==> src/rtl/pc_sequencer_pkg.sv <==
// Shared types and constants for the program sequencer.
package seq_pkg;

    // Sequencer control states.
    typedef enum logic [1:0] {
        IDLE = 2'd0,
        RUN  = 2'd1,
        STEP = 2'd2,
        DONE = 2'd3
    } state_t;

    // Issued-instruction counter width and saturation value.
    localparam int               CNT_W   = 8;
    localparam logic [CNT_W-1:0] CNT_MAX = 8'd255;

endpackage

==> src/rtl/pc_sequencer.sv <==
// Program sequencer feeding the control ROM: produces the ROM address stream,
// a zero-latency issue qualifier and a saturating issued-instruction count.
// Optional build macro SEQ_OVF_HALT_EN: an issued instruction with ovf_flag
// set ends the program in DONE with ovf_halt raised.
module pc_sequencer
    import seq_pkg::*;
#(
    parameter int ADDR_W    = 3,
    parameter int LAST_ADDR = 6,
    parameter int LOOP      = 0
) (
    input  logic              clk,
    input  logic              rst,
    input  logic              start,
    input  logic              stop,
    input  logic              step_mode,
    input  logic              step,
    input  logic              ovf_flag,
    output logic [ADDR_W-1:0] addr,
    output logic              issue,
    output logic              busy,
    output logic              done,
    output logic              ovf_halt,
    output logic [CNT_W-1:0]  instr_cnt
);

    localparam logic [ADDR_W-1:0] LAST_A = ADDR_W'(LAST_ADDR);

    state_t             r_state;
    logic [ADDR_W-1:0]  r_addr;
    logic               r_done;
    logic               r_ovf_halt;
    logic [CNT_W-1:0]   r_cnt;

    state_t             w_state_nxt;
    logic [ADDR_W-1:0]  w_addr_nxt;
    logic               w_done_nxt;
    logic               w_ovf_halt_nxt;
    logic [CNT_W-1:0]   w_cnt_nxt;
    logic               w_issue;
    logic               w_ovf_hit;

`ifdef SEQ_OVF_HALT_EN
    assign w_ovf_hit = ovf_flag;
`else
    // Overflow halting is compiled out; the flag has no effect.
    logic w_unused_ovf;
    assign w_unused_ovf = ovf_flag;
    assign w_ovf_hit    = 1'b0;
`endif

    // Next-state, next-datapath and issue decode; everything holds by default.
    always_comb begin
        w_state_nxt    = r_state;
        w_addr_nxt     = r_addr;
        w_done_nxt     = r_done;
        w_ovf_halt_nxt = r_ovf_halt;
        w_cnt_nxt      = r_cnt;
        w_issue        = ~stop & ((r_state == RUN) | ((r_state == STEP) & step));

        case (r_state)
            IDLE, DONE: begin
                // stop outranks start, so start+stop leaves everything as is.
                if (start && !stop) begin
                    w_addr_nxt     = '0;
                    w_cnt_nxt      = '0;
                    w_done_nxt     = 1'b0;
                    w_ovf_halt_nxt = 1'b0;
                    w_state_nxt    = step_mode ? STEP : RUN;
                end
            end
            RUN, STEP: begin
                if (stop) begin
                    // Abort: the count is kept for inspection, address rewinds.
                    w_state_nxt = IDLE;
                    w_addr_nxt  = '0;
                    w_done_nxt  = 1'b0;
                end else if (w_issue) begin
                    w_cnt_nxt = (r_cnt == CNT_MAX) ? r_cnt : r_cnt + CNT_W'(1);
                    if (w_ovf_hit) begin
                        // Overflow halt wins over the loop wrap; addr stays put.
                        w_state_nxt    = DONE;
                        w_done_nxt     = 1'b1;
                        w_ovf_halt_nxt = 1'b1;
                    end else if (r_addr != LAST_A) begin
                        w_addr_nxt = r_addr + ADDR_W'(1);
                    end else if (LOOP != 0) begin
                        w_addr_nxt = '0;
                    end else begin
                        w_state_nxt = DONE;
                        w_done_nxt  = 1'b1;
                    end
                end
            end
            default: begin
                w_state_nxt = IDLE;
            end
        endcase
    end

    // State and registered outputs, with synchronous reset.
    always_ff @(posedge clk) begin
        if (rst) begin
            r_state    <= IDLE;
            r_addr     <= '0;
            r_done     <= 1'b0;
            r_ovf_halt <= 1'b0;
            r_cnt      <= '0;
        end else begin
            r_state    <= w_state_nxt;
            r_addr     <= w_addr_nxt;
            r_done     <= w_done_nxt;
            r_ovf_halt <= w_ovf_halt_nxt;
            r_cnt      <= w_cnt_nxt;
        end
    end

    assign addr      = r_addr;
    assign issue     = w_issue;
    assign busy      = (r_state == RUN) | (r_state == STEP);
    assign done      = r_done;
    assign ovf_halt  = r_ovf_halt;
    assign instr_cnt = r_cnt;

endmodule
==> config.mk <==
export PLATFORM = sky130hd
export DESIGN_NAME = pc_sequencer
export DESIGN_NICKNAME = d
export VERILOG_FILES = /design/src/rtl/pc_sequencer_pkg.sv /design/src/rtl/pc_sequencer.sv
export SDC_FILE = /design/constraint.sdc
export NUM_CORES = 1
export LEC_CHECK = 0
export CAP_MARGIN = 20
export CORE_UTILIZATION = 50
export DETAILED_ROUTE_END_ITERATION = 10
export MAX_ROUTING_LAYER = met4
export PLACE_DENSITY = 0.82
export SLEW_MARGIN = 25
export SYNTH_ARGS = -nofsm -noshare
export SYNTH_HDL_FRONTEND = slang
export SYNTH_SLANG_ARGS = --single-unit
==> constraint.sdc <==
create_clock -name clk -period 4.4 [get_ports clk]
set_input_delay 0.88 -clock clk [delete_from_list [all_inputs] [get_ports clk]]
set_output_delay 0.88 -clock clk [all_outputs]
set_load 0.03 [all_outputs]
==> metrics.md <==
| Metric | Value |
|---|---|
| R2R cell count | 5 |
| R2R Path End | instr_cnt[7] |
| Max VDD drop | 0.382 mV |
| Die Ht | 42.9 microns |
| TNS Setup | 0 ps |
| Diode count | 0 |
| Post-CTS Setup Repair Bufs | 0 |
| RePlAce Congestion | 0.857 |
| Commonest cells after routing, fill and taps aside | clkdlybuf4s50_1 (19), dfxtp_1 (14), nor2_1 (12) |
| Worst Skew | 12.2 ps |
| First-pass iteration count of the detailed router | 4 |
| Layout cells sized above 1 | 0.109 |
| Pwr/cell area | 560 mW/mm^2 |
| Gr ovfl total | 0 |
| First-pass GRT wire length | 3.06 mm |
| Netlist cell types | 38 |
| I/O pins | 22 |
| Die ar. | 0.00184 sq mm |
| Yosys warnings | 0 |
| All-Layer GR Usage | 0.227 |
| Unrepaired setup endpoints after global routing | no |
| Max Fclk | 0.320 GHz |
| FF+latch count, synth | 14 |
| Root buffer cell | clkbuf_4 |
| Clock-pin slew on the worst setup and hold paths | 70 ps |
| Hpwl dp | 1.35 mm |
| Complex-gate fraction of the synthesized area | 0.246 |
| IO Port Bufs | 19 |
| Run status | finished clean |
| Leak | 0.400 nW |
| Vias in the first global route | 699 |
| Routed Antenna Nets | 0 |
| Slowest stage delay, CP | 670 ps |
| Avg Cell Area, Syn | 8.47 sq um |
| Final Slew Violations | 0 |
| Commonest non-fill, non-tap cell in the layout | clkdlybuf4s50_1 |
| CTS sink count | 14 |
| Worst setup EP type | output port |
| Number of cells on the critical path | 4 |
| Latest clock arrival within the worst-skew pair | 280 ps |
| CTS tree | done |
| Crit-path max FO | 3 |
| Worst r2r src | r_state[0] |
| Startpoint type of the worst setup path | input port |
| Sequence of cells on the critical path | clkdlybuf4s50_1, a21oi_1, nor2_1, clkdlybuf4s50_1 |
| Crit path buffers/inverters | 2 |
| Post-Synth Adder-Cell Area | 0.0746 |
| Period utilization | 0.710 |
| Critical path class | input port to output port |
| Vias per Instance | 5.89 |
| Worst Setup EP | issue |
| Main combinational cell family by area after synthesis | simple AND/OR/NAND/NOR gates |
| Number of buffers created by CTS | 3 |
| # DRC | 0 |
| CORE AREA | 0.00154 sq mm |
| Post-Synth XOR/XNOR Area | 0.0209 |
| Mapped Nets | 111 |
| Layout fillers | 125 |
| Post-Synth Simple-Gate Area | 0.275 |
| Layout net count | 132 |
| Drt first-iter violations | 27 |
| Multiplexer share of the synthesized area | 0 |
| Max-Cap Viols | 0 |
| Critical path arrival | 2240 ps |
| Starting Density | 0.544 |
| Die W | 42.9 microns |
| Part of the Yosys area used for sequential elements | 0.334 |
| Wire per inst | 13.6 microns |
| Clk buf depth | 2 |
| Top delay family on crit path | buffers and inverters |
| WP data required | 3520 ps |
| Cells after Synth | 99 |
| H-tree level count | 1 |
| Endpoints failing setup | 0 |
| HP Class | flop to flop |
| Reg2reg setup slack | 2520 ps |
| DRT Wirelength | 1.83 mm |
| Final hold vios | 0 |
| Largest net degree at the start of global routing | 13 |
| Routed vias | 795 |
| Final core utilization | 0.692 |
| Post-CTS resize count | 0 |
| Slowest-stage cell, CP | clkdlybuf4s50_1 |
| Cell area after synthesis | 838 sq um |
| Initial antenna violation count | 0 |
| Minimum clock period | 3120 ps |
| Final Power | 0.000597 W |
| Crit-path most repeated cell | clkdlybuf4s50_1 |
| Crit path launch | step |
| CTS Hold Bufs | 0 |
| Syn-to-layout area delta | 27.2% |
| Row count | 14 |
[cell type report]
type,instances,area [sq um],share of cell area
tap,16,20.0,0.0188
multi-input combinational,77,520,0.488
inverter,5,18.8,0.0176
sequential,14,280,0.263
clock buffer,4,36.3,0.0340
timing repair buffer,19,190,0.178
[sequential cells by signal (all words and copies together), names as in the netlist]
register	flops
r_state	2
done	1
instr_cnt	8
addr	3
[metrics by stage]
step                cells  setup WS, ps  area, sq um  hold slack, ps
floorplan              99          2160          838             474
global placement      131          1300         1030             453
detailed placement    131          1270         1030             471
CTS                   135          1280         1070             490
global route          135          1190         1070             536
finish                135          1280         1070             479
[layer usage]
metal,GRT usage,up-vias,share of wire
li1,-,397,-
met1,0.304,375,0.47
met2,0.330,21,0.46
met3,0.0638,2,0.061
met4,0.0727,0,0.010
met5,-,-,0
[how the worst min path moves through the flow]
stage / from / to / slack [ps] / depth (start not counted)
2_1_floorplan: r_state[1] / r_state[1] / 470 / 2
3_3_place_gp: done / done / 450 / 2
3_5_place_dp: done / done / 470 / 2
4_1_cts: done / done / 490 / 2
5_1_grt: done / done / 540 / 2
6_report: done / done / 480 / 2
[where the power goes]
| group | total (W) | internal [W] | switching, W |
|---|---|---|---|
| Sequential | 0.000163 | 0.000147 | 0.0000169 |
| Combinational | 0.000342 | 0.000130 | 0.000212 |
| Clock | 0.0000911 | 0.0000503 | 0.0000407 |
| Total | 0.000597 | 0.000327 | 0.000270 |
[worst register-to-register path: cells and delay by family (launching register included)]
family | cells | cell delay (ps)
adder cells (fa/ha/maj) | 1 | 440
buffers and inverters | 1 | 60
AND/OR/NAND/NOR | 1 | 320
AO/OA/AOI/OAI | 2 | 590
flip-flops | 1 | 350
[Yosys cell counts]
library cell  count  area [sq um]
nand4_2           1          12.5
nand3_1           4          20.0
nand3_2           1          10.0
nand2b_1          2          12.5
nand2_1          11          41.3
a21oi_1           4          20.0
o31ai_1           2          15.0
dfxtp_1          14           280
or2_4             1          8.76
o21ai_0           3          15.0
a31oi_1           1          6.26
xor2_1            1          8.76
a21o_1            2          15.0
o22a_1            5          43.8
clkbuf_1          1          3.75
and3b_1           1          8.76
conb_1            1          3.75
a21o_2            1          8.76
or4b_1            1          10.0
o221ai_1          1          8.76
a221oi_1          3          26.3
ha_1              5          62.6
buf_4             2          15.0
or2_1             1          6.26
inv_1             4          15.0
nor3b_2           1          12.5
o211ai_2          1          12.5
xnor2_1           1          8.76
o21ai_2           1          8.76
nor3_1            3          15.0
nor2_1           12          45.0
nand4_1           1          6.26
nor4b_2           1          15.0
or3_1             1          6.26
o311a_1           1          10.0
inv_2             1          3.75
o21a_1            1          7.51
a211o_1           1          8.76
[kinds of logic after synthesis]
logic type,Yosys count
adder cells (fa/ha/maj),5
flip-flops,14
AND/OR/NAND/NOR,42
XOR/XNOR,2
buffers and inverters,8
AO/OA/AOI/OAI,27
other,1
Power figures use the tool's default switching activity.
